===== src/rtl/calc_pkg.sv =====
// Shared types and constants for the binary-to-BCD converter.
package calc_pkg;

    localparam int unsigned BcdDigitW = 4;

    typedef enum logic {
        StIdle,
        StShift
    } bcd_state_t;

endpackage


===== src/rtl/bcd_digit_adj.sv =====
// Double-dabble correction for one BCD digit: add 3 when the digit is 5 or more.
module bcd_digit_adj
    import calc_pkg::*;
(
    input  logic [BcdDigitW-1:0] i_digit,
    output logic [BcdDigitW-1:0] o_digit
);

    always_comb begin
        o_digit = i_digit;
        if (i_digit >= BcdDigitW'(5)) begin
            o_digit = i_digit + BcdDigitW'(3);
        end
    end

endmodule


===== src/rtl/bin_to_bcd.sv =====
// Sequential binary-to-BCD converter (shift-and-add-3), one input bit per clock.
module bin_to_bcd
    import calc_pkg::*;
#(
    parameter int unsigned width  = 16,
    parameter int unsigned digits = 5
) (
    input  logic                      clk_i,
    input  logic                      rst_i,
    input  logic                      start_i,
    input  logic [width-1:0]          bin_i,
    output logic                      busy_o,
    output logic                      done_o,
    output logic [BcdDigitW*digits-1:0] bcd_o,
    output logic                      ovf_o
);

    localparam int unsigned BcdW = BcdDigitW * digits;
    localparam int unsigned CntW = $clog2(width + 1);

    bcd_state_t      r_state, w_state_nxt;
    logic [width-1:0] r_shift, w_shift_nxt;
    logic [BcdW-1:0] r_acc, w_acc_nxt;
    logic            r_ovf, w_ovf_nxt;
    logic [CntW-1:0] r_cnt, w_cnt_nxt;
    logic [BcdW-1:0] r_bcd, w_bcd_nxt;
    logic            r_ovf_out, w_ovf_out_nxt;
    logic            r_done, w_done_nxt;

    logic [BcdW-1:0] w_acc_adj;
    logic [BcdW-1:0] w_acc_shl;
    logic            w_carry;

    for (genvar g = 0; g < digits; g++) begin : g_adj
        bcd_digit_adj u_adj (
            .i_digit (r_acc[g*BcdDigitW +: BcdDigitW]),
            .o_digit (w_acc_adj[g*BcdDigitW +: BcdDigitW])
        );
    end

    // Bit leaving the top digit means the value no longer fits in the digits kept.
    assign w_carry   = w_acc_adj[BcdW-1];
    assign w_acc_shl = {w_acc_adj[BcdW-2:0], r_shift[width-1]};

    always_comb begin
        w_state_nxt   = r_state;
        w_shift_nxt   = r_shift;
        w_acc_nxt     = r_acc;
        w_ovf_nxt     = r_ovf;
        w_cnt_nxt     = r_cnt;
        w_bcd_nxt     = r_bcd;
        w_ovf_out_nxt = r_ovf_out;
        w_done_nxt    = 1'b0;
        unique case (r_state)
            StIdle: begin
                if (start_i) begin
                    w_shift_nxt = bin_i;
                    w_acc_nxt   = '0;
                    w_ovf_nxt   = 1'b0;
                    w_cnt_nxt   = CntW'(width);
                    w_state_nxt = StShift;
                end
            end
            StShift: begin
                w_acc_nxt   = w_acc_shl;
                w_shift_nxt = {r_shift[width-2:0], 1'b0};
                w_ovf_nxt   = r_ovf | w_carry;
                w_cnt_nxt   = r_cnt - CntW'(1);
                if (r_cnt == CntW'(1)) begin
                    w_bcd_nxt     = w_acc_shl;
                    w_ovf_out_nxt = r_ovf | w_carry;
                    w_done_nxt    = 1'b1;
                    w_state_nxt   = StIdle;
                end
            end
            default: w_state_nxt = StIdle;
        endcase
    end

    always_ff @(posedge clk_i or posedge rst_i) begin
        if (rst_i) begin
            r_state   <= StIdle;
            r_shift   <= '0;
            r_acc     <= '0;
            r_ovf     <= 1'b0;
            r_cnt     <= '0;
            r_bcd     <= '0;
            r_ovf_out <= 1'b0;
            r_done    <= 1'b0;
        end else begin
            r_state   <= w_state_nxt;
            r_shift   <= w_shift_nxt;
            r_acc     <= w_acc_nxt;
            r_ovf     <= w_ovf_nxt;
            r_cnt     <= w_cnt_nxt;
            r_bcd     <= w_bcd_nxt;
            r_ovf_out <= w_ovf_out_nxt;
            r_done    <= w_done_nxt;
        end
    end

    assign busy_o = (r_state == StShift);
    assign done_o = r_done;
    assign bcd_o  = r_bcd;
    assign ovf_o  = r_ovf_out;

endmodule


===== config.mk =====
export PLATFORM = sky130hd
export DESIGN_NAME = bin_to_bcd
export DESIGN_NICKNAME = d
export VERILOG_FILES = /design/src/rtl/calc_pkg.sv /design/src/rtl/bcd_digit_adj.sv /design/src/rtl/bin_to_bcd.sv
export SDC_FILE = /design/constraint.sdc
export NUM_CORES = 1
export LEC_CHECK = 0
export ABC_AREA = 1
export CORE_ASPECT_RATIO = 0.9
export CORE_MARGIN = 2
export CORE_UTILIZATION = 55
export DETAILED_ROUTE_END_ITERATION = 8
export PLACE_DENSITY_LB_ADDON = 0.12
export SLEW_MARGIN = 20
export SYNTH_ARGS = -nofsm -noshare
export SYNTH_HDL_FRONTEND = slang
export SYNTH_SLANG_ARGS = --single-unit

===== constraint.sdc =====
create_clock -name clk_i -period 2.5 [get_ports clk_i]
set_input_delay 0.5 -clock clk_i [delete_from_list [all_inputs] [get_ports clk_i]]
set_output_delay 0.5 -clock clk_i [all_outputs]
set_load 0.005 [all_outputs]

==> out/results.tsv, run 1 <==
metric	value	unit
status	completed	
synthesis.area	3180	sq um
reg2reg_slack	750	ps
grt_pass1_wl	11500	microns
regArea	1630	sq um
io_pins	42	
synth_most_common_cell	nand2_1	
numCtsBuffers	9	
synth-main-ff-cell	dfrtp_1	
dieArea	6400	sq um
clock-skew-final	6.59	ps
fin_cells	504	
slowest_delay	570	ps
hold_path.class	flip-flop to flip-flop	
crit_path_top_delay_cell	clkdlybuf4s50_1	
antenna_left	0	
chipHeight	76.1	microns
slew_headroom	67.2	%
max_slew.worst_pin.slew	491	ps
track_usage	22.4	%
htreeDepth	3	
crit_start	busy_o$_DFF_PP0_	
post-synth-top-area-cell	dfrtp_1	
fin_crit	1930	ps
rsz0062_at_grt	no	
routed_via_density	5.18	
ys_types	23	
clockBufferDepth	2	
die_w	84.1	microns
core-area	5630	sq um
cts_root_buf	clkbuf_8	
cts_tree	done	
cp-end-kind	primary output	
antenna_found_initial	0	
synth_cells	384	
post_cts_buffers	0	
rows	26	
clock_latency	330	ps
min-delay-start	bcd_o[2]$_DFFE_PP0P_	
maxCapViolCount	0	
cp_data_required_time	2000	ps
drive_gt1_share	7.60	%
vias	2613	
dpl.cell_count	488	
p_per_area	1260	nW/um^2
start_util	56.5	%
synth_area_leaders	dfrtp_1 51%, nand2_1 18%, nand3_1 8.2%	
cp-start-kind	flip-flop	
postCtsHoldBufs	0	
place_congestion	0.781	
diodes	0	
avgSynthCellArea	8.28	sq um
routedWlPerCell	13.0	microns
first_pass_iters	4	
tns	0	ps
cp_cell_sequence	clkdlybuf4s50_1	
totalWireLength	6530	microns
clock-sinks	65	
cp.arrival	1430	ps
seq_area_frac_synth	51.2	%
remaining_drc_errors	0	
crit_buf_inv	1	
cp_max_fo	10	
grt_pass1_vias	2634	
power	0.00481	W
grt_max_degree	66	
setup_viol	0	
p_leak	1.93	nW
synth_seq_cells	65	
multi_input_area	1320	sq um
synth-edff-count	0	
ys_warn_count	0	
syn_nets	415	
utilization	67.6	%
area_growth	19.8	%
rr_startpoint	busy_o$_DFF_PP0_	
clkTransAtPathRegs	70	ps
ctsResizeCount	0	
slew_violations	0	
n_fill_cell	476	
hold_violations	0	
drtIter0Drc	102	
ir_drop	0.919	mV
max_freq	519	MHz
timing.final.crit_share	77.1	%
async_flop_share	100	%
dp_hpwl	4290	microns
overflow	0	
nets	460	
yosys-top-cells-count	150 x nand2_1, 65 x dfrtp_1, 52 x nand3_1, 33 x inv_1, 14 x o21ai_0	
critical_path_class	flip-flop to primary output	
io_buffers	41	
synth_top_area_share	51.2	%
crit_family	buffers and inverters	
## worst min-delay path, delay by kind of cell, from the launching register on
kind	cells	cell delay, ps
and+or+nand+nor	2	100
DFF	1	340
## cell families after synthesis
kind of cell / after synthesis / share of synthesized area, %
fa+ha+maj: 12 / 4.72
simple gates: 225 / 30.1
flops: 65 / 51.2
buf+inv: 48 / 7.44
compound gates: 34 / 6.57
## flip-flops by register name, summed over array words and instances (netlist names)
register and flops:
bcd_o 20, done_o 1, ovf_o 1, busy_o 1
r_cnt 5, r_ovf 1, r_acc 20, r_shift 16
## through the flow
step / hold WS (ps) / setup slack, ps / instance area (sq um)
floorplan: 452 / 374 / 3180
global placement: 464 / 729 / 3630
detailed placement: 465 / 710 / 3630
CTS: 484 / 564 / 3810
global route: 506 / 504 / 3810
finish: 479 / 574 / 3810
## report_power, final
| group | total (W) | switching, W | internal (W) | leakage, nW |
|---|---|---|---|---|
| clock | 0.000795 | 0.000385 | 0.000410 | 0.0932 |
| sequential | 0.00185 | 0.000327 | 0.00153 | 0.804 |
| combinational | 0.00216 | 0.00124 | 0.000920 | 1.03 |
## final timing paths
path / end / depth (start not counted)
min: bcd_o[2]$_DFFE_PP0P_ / 2
max in group asynchronous: r_shift[14]$_DFFE_PP0P_ / 3
min reg2reg: bcd_o[2]$_DFFE_PP0P_ / 2
max reg2reg: bcd_o[15]$_DFFE_PP0P_ / 6
max: busy_o / 1
min in group asynchronous: r_shift[12]$_DFFE_PP0P_ / 3
## layout make-up
cell class | instances | area share [%]
inverter | 36 | 3.75
multi-input combinational | 271 | 34.5
tap | 70 | 2.30
sequential | 65 | 42.7
clock inverter | 3 | 0.394
timing repair buffer | 46 | 12.1
clock buffer | 13 | 4.17
## metal layers
metal  GRT usage, %  wire, microns  up-vias
li1               -              -     1334
met1           27.9           3110     1215
met2           37.5           3080       55
met3           6.18            246        9
met4           7.90             91        0
met5              0              0        -
## cells in the final DEF (no fill, tap or decap), types with 2 or more instances in the layout
master,n
nand2_1,150
dfrtp_1,65
nand3_1,52
clkdlybuf4s50_1,41
inv_1,32
o21ai_0,14
ha_1,12
clkbuf_8,11
nor2_1,10
nand4_1,8
o22ai_1,7
o21ai_2,5
a21oi_1,4
buf_4,4
o211ai_1,3
clkinv_2,3
nand2_2,2
nor2_2,2
inv_2,2
clkbuf_1,2
(Power assumes the default switching activity.)
==> run 2: changes to the inputs <==
--- a/config.mk
+++ b/config.mk
@@ -8,7 +8,7 @@
 export ABC_AREA = 1
 export CORE_ASPECT_RATIO = 0.9
 export CORE_MARGIN = 2
-export CORE_UTILIZATION = 55
+export CORE_UTILIZATION = 49
 export DETAILED_ROUTE_END_ITERATION = 8
 export PLACE_DENSITY_LB_ADDON = 0.12
 export SLEW_MARGIN = 20
==> constraint.sdc (replaced) <==
create_clock -name clk_i -period 1.7 [get_ports clk_i]
set_input_delay 0.34 -clock clk_i [delete_from_list [all_inputs] [get_ports clk_i]]
set_output_delay 0.34 -clock clk_i [all_outputs]
set_load 0.005 [all_outputs]
==> run 2 against run 1 <==
Total power is 48% higher. Flip-flop and latch count stayed put. Worst setup slack worse by 490 ps. Final cell count is 3.8% higher. Utilization is 4.8 points lower. First-iteration DRC count is 110% higher. Die area is 12% higher. Critical path type unchanged. Via count is 1.3% higher. Critical path depth stayed put. Combinational power is 49% higher. Global-route usage is 1.8 points lower.
==> out/results.tsv, run 2 (synthesis gave the netlist of run 1 again) <==
metric	value	unit	change
status	completed		unchanged
dpl-instance-area	3700	sq um	was 3630 sq um
cp_max_fo	3		was 10
cp-end-kind	primary output		unchanged
hold_path.class	input port to asynchronous set/reset pin		was flip-flop to flip-flop
clock_latency	330	ps	about the same
reg2regPathDepth	6		unchanged
clockBufferDepth	2		unchanged
cp-start-kind	flip-flop		unchanged
overflow	0		unchanged
reg2reg_slack	310	ps	was 750 ps
crit_cells	1		unchanged
clkTransAtPathRegs	70	ps	about the same
slew_headroom	77.3	%	was 67.2%
timing.final.crit_share	95.2	%	
diodes	0		unchanged
rows	27		was 26
dieArea	7150	sq um	was 6400 sq um
crit_family	buffers and inverters		unchanged
clock-skew-final	7.91	ps	was 6.59 ps
antenna_left	0		unchanged
routed_via_density	5.06		was 5.18
crit_start	busy_o$_DFF_PP0_		unchanged
fin_crit	1620	ps	
grt_max_degree	66		unchanged
rsz0062_at_grt	no		unchanged
io_pins	42		unchanged
remaining_drc_errors	0		unchanged
cp.arrival	1280	ps	was 1430 ps
grt_pass1_wl	11400	microns	was 11500 microns
final_common_cell	nand2_1		unchanged
clock-sinks	65		unchanged
nets	463		was 460
cp_cell_sequence	clkdlybuf4s50_1		unchanged
die_w	88.9	microns	was 84.1 microns
chipHeight	80.4	microns	was 76.1 microns
totalWireLength	6390	microns	was 6530 microns
max_slew.worst_pin.slew	336	ps	was 491 ps
rr_startpoint	busy_o$_DFF_PP0_		unchanged
critical_path_class	flip-flop to primary output		unchanged
p_leak	1.95	nW	was 1.93 nW
antenna_found_initial	0		unchanged
ctsResizeCount	0		unchanged
track_usage	20.6	%	was 22.4%
n_fill_cell	554		was 476
first_pass_iters	4		unchanged
max_freq	618	MHz	
utilization	62.8	%	was 67.6%
tns	0	ps	unchanged
routedWlPerCell	12.2	microns	was 13.0 microns
cts_tree	done		unchanged
vias	2647		was 2613
postCtsHoldBufs	0		unchanged
grt_pass1_vias	2569		was 2634
hold_violations	0		unchanged
numCtsBuffers	9		unchanged
crit_path_top_delay_cell	clkdlybuf4s50_1		unchanged
multi_input_area	1320	sq um	unchanged
io_buffers	41		unchanged
start_util	51.4	%	was 56.5%
regArea	1630	sq um	unchanged
cts_root_buf	clkbuf_8		unchanged
post_cts_buffers	0		unchanged
fin_area	3880	sq um	was 3810 sq um
drtIter0Drc	213		was 102
maxCapViolCount	0		unchanged
slew_violations	0		unchanged
cp_data_required_time	1360	ps	was 2000 ps
area_growth	22.2	%	was 19.8%
crit_end	busy_o		unchanged
place_congestion	0.877		was 0.781
setup_viol	0		unchanged
dp_hpwl	4230	microns	was 4290 microns
layout_common_cells	150 x nand2_1, 65 x dfrtp_1, 52 x nand3_1, 41 x clkdlybuf4s50_1, 32 x inv_1		unchanged
drive_gt1_share	8.49	%	was 7.60%
ir_drop	0.947	mV	was 0.919 mV
r2r-end	bcd_o[11]$_DFFE_PP0P_		was bcd_o[15]$_DFFE_PP0P_
crit_buf_inv	1		unchanged
htreeDepth	3		unchanged
core-area	6180	sq um	was 5630 sq um
p_per_area	1830	nW/um^2	was 1260 nW/um^2
slowest_delay	530	ps	was 570 ps
[run 2: how the worst min path moves through the flow]
stage                       endpoint  slack, ps  cells after the start
2_1_floorplan   r_cnt[4]$_DFFE_PP0P_        450                      1
3_3_place_gp    bcd_o[2]$_DFFE_PP0P_        460                      2
3_5_place_dp   bcd_o[12]$_DFFE_PP0P_        460                      2
4_1_cts         bcd_o[0]$_DFFE_PP0P_        450                      3
5_1_grt         r_acc[0]$_DFFE_PP0P_        460                      3
6_report        bcd_o[0]$_DFFE_PP0P_        440                      3
[run 2: per-stage QoR]
stage / total power [W] / hold slack [ps] / setup slack (ps) / instances
final: 0.00712 / 441 / 82.2 / 523
after floorplan: 0.00486 / 452 / 465 / 384
after CTS: 0.00719 / 452 / 46.7 / 523
after global placement: 0.00586 / 462 / 194 / 508
after global routing: 0.00781 / 459 / 20.6 / 523
after detailed placement: 0.00595 / 464 / 170 / 508
[run 2: area by class of cell]
class / count / area share, %
Sequential cell: 65 / 41.9
Multi-Input combinational cell: 271 / 33.8
Timing Repair Buffer: 49 / 13.1
Clock buffer: 12 / 4.25
Inverter: 36 / 3.77
Tap cell: 87 / 2.80
Clock inverter: 3 / 0.386
[run 2: routing by layer]
| layer | track usage (%) | up-vias | share of wire (%) |
|---|---|---|---|
| met5 | 0 | - | 0 |
| met4 | 6.82 | 0 | 0.91 |
| met3 | 5.34 | 8 | 4.0 |
| met2 | 34.0 | 62 | 49 |
| met1 | 26.4 | 1245 | 46 |
| li1 | - | 1332 | - |
[run 2: power breakdown]
group	switching (W)	leakage, nW	total (W)	internal (W)
Combinational	0.00181	1.05	0.00321	0.00140
Sequential	0.000468	0.804	0.00271	0.00225
Clock	0.000555	0.0980	0.00119	0.000633
Total	0.00284	1.95	0.00712	0.00428
==> run 3: changes to the inputs <==
--- a/config.mk
+++ b/config.mk
@@ -6,6 +6,7 @@
 export NUM_CORES = 1
 export LEC_CHECK = 0
 export ABC_AREA = 1
+export CAP_MARGIN = 30
 export CORE_ASPECT_RATIO = 0.9
 export CORE_MARGIN = 2
 export CORE_UTILIZATION = 49
==> results of run 3 <==
Same layout as run 2: the final DEF is identical, and so are final timing and power.
==> edit 1: new RTL, flow settings as in run 1 <==
Add an input register stage for `start_i` and `bin_i`, with the module's reset; this delays them by one clock.
--- a/src/rtl/bin_to_bcd.sv
+++ b/src/rtl/bin_to_bcd.sv
@@ -18,4 +18,17 @@
     localparam int unsigned BcdW = BcdDigitW * digits;
     localparam int unsigned CntW = $clog2(width + 1);
+
+    logic start_q;
+    logic [width-1:0] bin_q;
+
+    always_ff @(posedge clk_i or posedge rst_i) begin
+        if (rst_i) begin
+            start_q <= '0;
+            bin_q   <= '0;
+        end else begin
+            start_q <= start_i;
+            bin_q   <= bin_i;
+        end
+    end
 
     bcd_state_t      r_state, w_state_nxt;
@@ -54,6 +67,6 @@
         unique case (r_state)
             StIdle: begin
-                if (start_i) begin
-                    w_shift_nxt = bin_i;
+                if (start_q) begin
+                    w_shift_nxt = bin_q;
                     w_acc_nxt   = '0;
                     w_ovf_nxt   = 1'b0;
Function: changed (Yosys sat finds a counterexample within 4 cycles, from zero or initial values and one cycle with rst_i high).
==> edit 1 against run 1 <==
Area after synthesis grew 11%; final area grew 12%; sequential cell count grew 17; power grew 12%; hold slack lost 7.6 ps; worst setup slack gained 72 ps; fmax grew 3.9%; wire length grew 5.1%; critical endpoint unchanged; highest routed layer unchanged.
==> edit 1: results (changes against run 1) <==
- Status: finished, final reports clean (unchanged)
- P_leak: 2.10 nW (was 1.93 nW)
- Async set-reset flop share out of synthesis: 1.00 (unchanged)
- Cts repair resizes: 0 (unchanged)
- Sequential fraction of the synthesis area: 0.581 (was 0.512)
- Top_reg_cell synth: dfrtp_1 (unchanged)
- Hold_ws: 472 ps (was 479 ps)
- Dpl hpwl: 4620 um (was 4290 um)
- Clock Power: 1.07 mW (was 0.795 mW)
- Largest net degree at the start of global routing: 83 (was 66)
- Hold path endpoint: r_shift[1] (was bcd_o[2])
- Final nets: 466 (was 460)
- Synthesized net count: 419 (was 415)
- Post-Layout Cell Count: 527 (was 504)
- FF-to-FF End: r_cnt[3] (was bcd_o[15])
- Comb group: 2.15 mW
- Dpl cells: 511 (was 488)
- CTS Buf Count: 9 (unchanged)
- Clock buffer depth: 2 (unchanged)
- CP top delay family: buffers and inverters (unchanged)
- Slew headroom: 0.561 (was 0.672)
- Maximum vdd drop: 660 uV (was 919 uV)
- Final wirelength: 6860 um (was 6530 um)
- Post-CTS repair timing setup buffer count: 0 (unchanged)
- Post-Place Worst Slack: 813 ps (was 710 ps)
- Cells on worst reg2reg path: 5 (was 6)
- Synth area leaders: dfrtp_1, nand2_1, nand3_1 (unchanged)
- Max stage delay on crit path: 550 ps (was 570 ps)
- Yosys Warn Count: 0 (unchanged)
- Critical path class: reg -> out (unchanged)
- Synthesized area per cell: 9.10 um2 (was 8.28 um2)
- Reg2reg setup slack: 830 ps (was 750 ps)
- Initial antenna violation count: 0 (unchanged)
- Initial DRT Pass Iterations: 4 (unchanged)
- Drt initial violations: 190 (was 102)
- First-pass GRT wire length: 12100 um (was 11500 um)
- Hold wc startpoint: bin_q[1] (was bcd_o[2])
- Share of cells above drive strength 1: 0.0705 (was 0.0760)
- Clock tree root buffer cell: clkbuf_8 (unchanged)
- Vias in the first global route: 2739 (was 2634)
- CTS clk-pin slew, worst paths: 80 ps
- Vias per cell: 5.12 (was 5.18)
- Pint: 3.32 mW (was 2.86 mW)
- Placed cell areas: 0.00404 mm2 (was 0.00363 mm2)
- H-tree levels: 3 (unchanged)
- Hold Path Class: reg -> reg (unchanged)
- Fillers: 478 (was 476)
- Netlist cell types: 18 (was 23)
- CP max FO: 5 (was 10)
- Worst-Skew Late Latency: 350 ps (was 330 ps)
- Most frequent cells after synthesis: nand2_1, dfrtp_1, nand3_1, inv_1, o21ai_0 (unchanged)
- Clock share of power: 0.199 (was 0.165)
- IO Port Bufs: 41 (unchanged)
- Clock Skew: 7.79 ps (was 6.59 ps)
- Placer congestion estimate: 0.806 (was 0.781)
- Slowest CP cell: clkdlybuf4s50_1 (unchanged)
- Tot GR Track Use: 0.225 (was 0.224)
- Diode count: 0 (unchanged)
-- edit 1: changes by cell type in the layout (fill, tap and decap cells not counted), moves of 2 or more --
| cell | run 1 | this run |
|---|---|---|
| clkinv_2 | 3 | 0 |
| nand2_2 | 2 | 0 |
| nand3_1 | 52 | 57 |
| clkinvlp_4 | 0 | 2 |
| o21ai_0 | 14 | 24 |
| nor2_1 | 10 | 4 |
| nand2_1 | 150 | 140 |
| dfrtp_1 | 65 | 82 |
| bufinv_16 | 0 | 2 |
| inv_2 | 2 | 0 |
| o211ai_1 | 3 | 5 |
| nand4_1 | 8 | 0 |
-- edit 1: how the worst max path moves through the flow --
| stage | cells past startpoint | slack (ps) | to |
|---|---|---|---|
| after floorplan | 1 | 1060 | bcd_o[0] |
| after global placement | 5 | 880 | r_cnt[3] |
| after detailed placement | 5 | 810 | r_cnt[3] |
| after CTS | 1 | 620 | busy_o |
| after global routing | 1 | 570 | busy_o |
| final | 1 | 650 | busy_o |
-- edit 1: metal layers --
layer | part of all wire | GRT usage | vias to the layer above
met3 | 0.043 | 0.0714 | 9
met1 | 0.48 | 0.298 | 1274
met5 | 0 | 0 | -
met4 | 0.0099 | 0.0667 | 0
li1 | - | - | 1353
met2 | 0.47 | 0.358 | 64
-- edit 1: cell families (layout without fill, tap and decap cells) --
logic type,Yosys count,after routing,synth area share
AOI/OAI and AO/OA,45,45,0.0762
adders and majority gates,12,12,0.0425
buffers and inverters,46,98,0.0599
DFF,82,82,0.581
and+or+nand+nor,203,203,0.240
-- edit 1: final cells by class --
cell class                 count  area [um2]  share of cell area
inverter                      35         140              0.0329
clock inverter                 5        85.1              0.0200
sequential                    82        2050               0.481
clock buffer                  11         141              0.0332
tap                           87         109              0.0255
multi-input combinational    260        1270               0.297
timing repair buffer          47         468               0.110
==> edit 2: new RTL, settings of run 1 <==
Made on the original files. Change the package constant `BcdDigitW` from 4 to 2.
--- a/src/rtl/calc_pkg.sv
+++ b/src/rtl/calc_pkg.sv
@@ -2,5 +2,5 @@
 package calc_pkg;
 
-    localparam int unsigned BcdDigitW = 4;
+    localparam int unsigned BcdDigitW = 2;
 
     typedef enum logic {
Ports: changed (resized bcd_o); port bits go from 42 to 32. The function was not compared with the original's and may differ.
==> edit 2 against run 1 <==
Synthesized cell count is 40% lower; clock power is 45% lower; power down 53%; worst setup slack gained 250 ps; final area fell by 36%; global-route usage decreased by 1.6 points; area after synthesis decreased by 35%; wire length decreased by 43%; sequential cell count shrank 20; largest cell class unchanged; highest routed layer unchanged.
==> edit 2: results (changes against run 1) <==
- Tot GR Track Use: 0.208 (was 0.224)
- Dpl cells: 300 (was 488)
- Grt met3 use: 0.0486 (was 0.0618)
- CTS Buf Count: 5 (was 9)
- Post-Place Worst Slack: 839 ps (was 710 ps)
- Largest net degree at the start of global routing: 46 (was 66)
- Max stage delay on crit path: 500 ps (was 570 ps)
- Clock Skew: 12.3 ps (was 6.59 ps)
- Most frequent cells after synthesis: nand2_1, dfrtp_1, inv_1, nand3_1, nand4_1 (was nand2_1, dfrtp_1, nand3_1, inv_1, o21ai_0)
- Vias in the first global route: 1424 (was 2634)
- Complex-gate fraction of the synthesized area: 0.0450 (was 0.0657)
- Worst-Skew Late Latency: 300 ps (was 330 ps)
- Synthesized area per cell: 8.90 um2 (was 8.28 um2)
- Synthesized net count: 252 (was 415)
- Routed metal-1 wire length: 1820 um (was 3110 um)
- Placed cell areas: 0.00235 mm2 (was 0.00363 mm2)
- CP max FO: 2 (was 10)
- Grt met2 use: 0.321 (was 0.375)
- Grt met1 use: 0.284 (was 0.279)
- Vias per cell: 5.11 (was 5.18)
- Metal3 WL: 130 um (was 246 um)
- Sequential fraction of the synthesis area: 0.548 (was 0.512)
- Post-Layout Cell Count: 308 (was 504)
- Final wirelength: 3750 um (was 6530 um)
- First-pass GRT wire length: 6350 um (was 11500 um)
- Adder-cell area share of the yosys netlist: 0.0122 (was 0.0472)
- IO Port Bufs: 31 (was 41)
- Status: finished, final reports clean (unchanged)
[edit 2: path summary, 6_finish.rpt]
path	from	endpoint	slack [ps]	depth (start not counted)
max reg2reg	busy_o	bcd_o[7]	1080	6
min reg2reg	r_shift[0]	r_shift[0]	480	2
max in group asynchronous	rst_i	bcd_o[7]	1470	3
min	r_shift[0]	r_shift[0]	480	2
min in group asynchronous	rst_i	r_shift[9]	640	3
max	bcd_o[2]	bcd_o[2]	830	1
[edit 2: layout make-up]
| cell class | instances | area (um2) | area share |
|---|---|---|---|
| flip-flops and latches | 45 | 1130 | 0.462 |
| multi-input cells | 150 | 721 | 0.296 |
| repair buffers | 33 | 325 | 0.133 |
| inverters | 26 | 120 | 0.0493 |
| clock buffers | 6 | 72.6 | 0.0298 |
| well taps | 46 | 57.6 | 0.0236 |
| clock inverters | 2 | 15.0 | 0.00616 |
[edit 2: power by group]
group | switching, mW | total, mW | internal [mW]
clock | 0.241 | 0.438 | 0.197
combinational | 0.479 | 0.792 | 0.314
sequential | 0.120 | 1.05 | 0.928
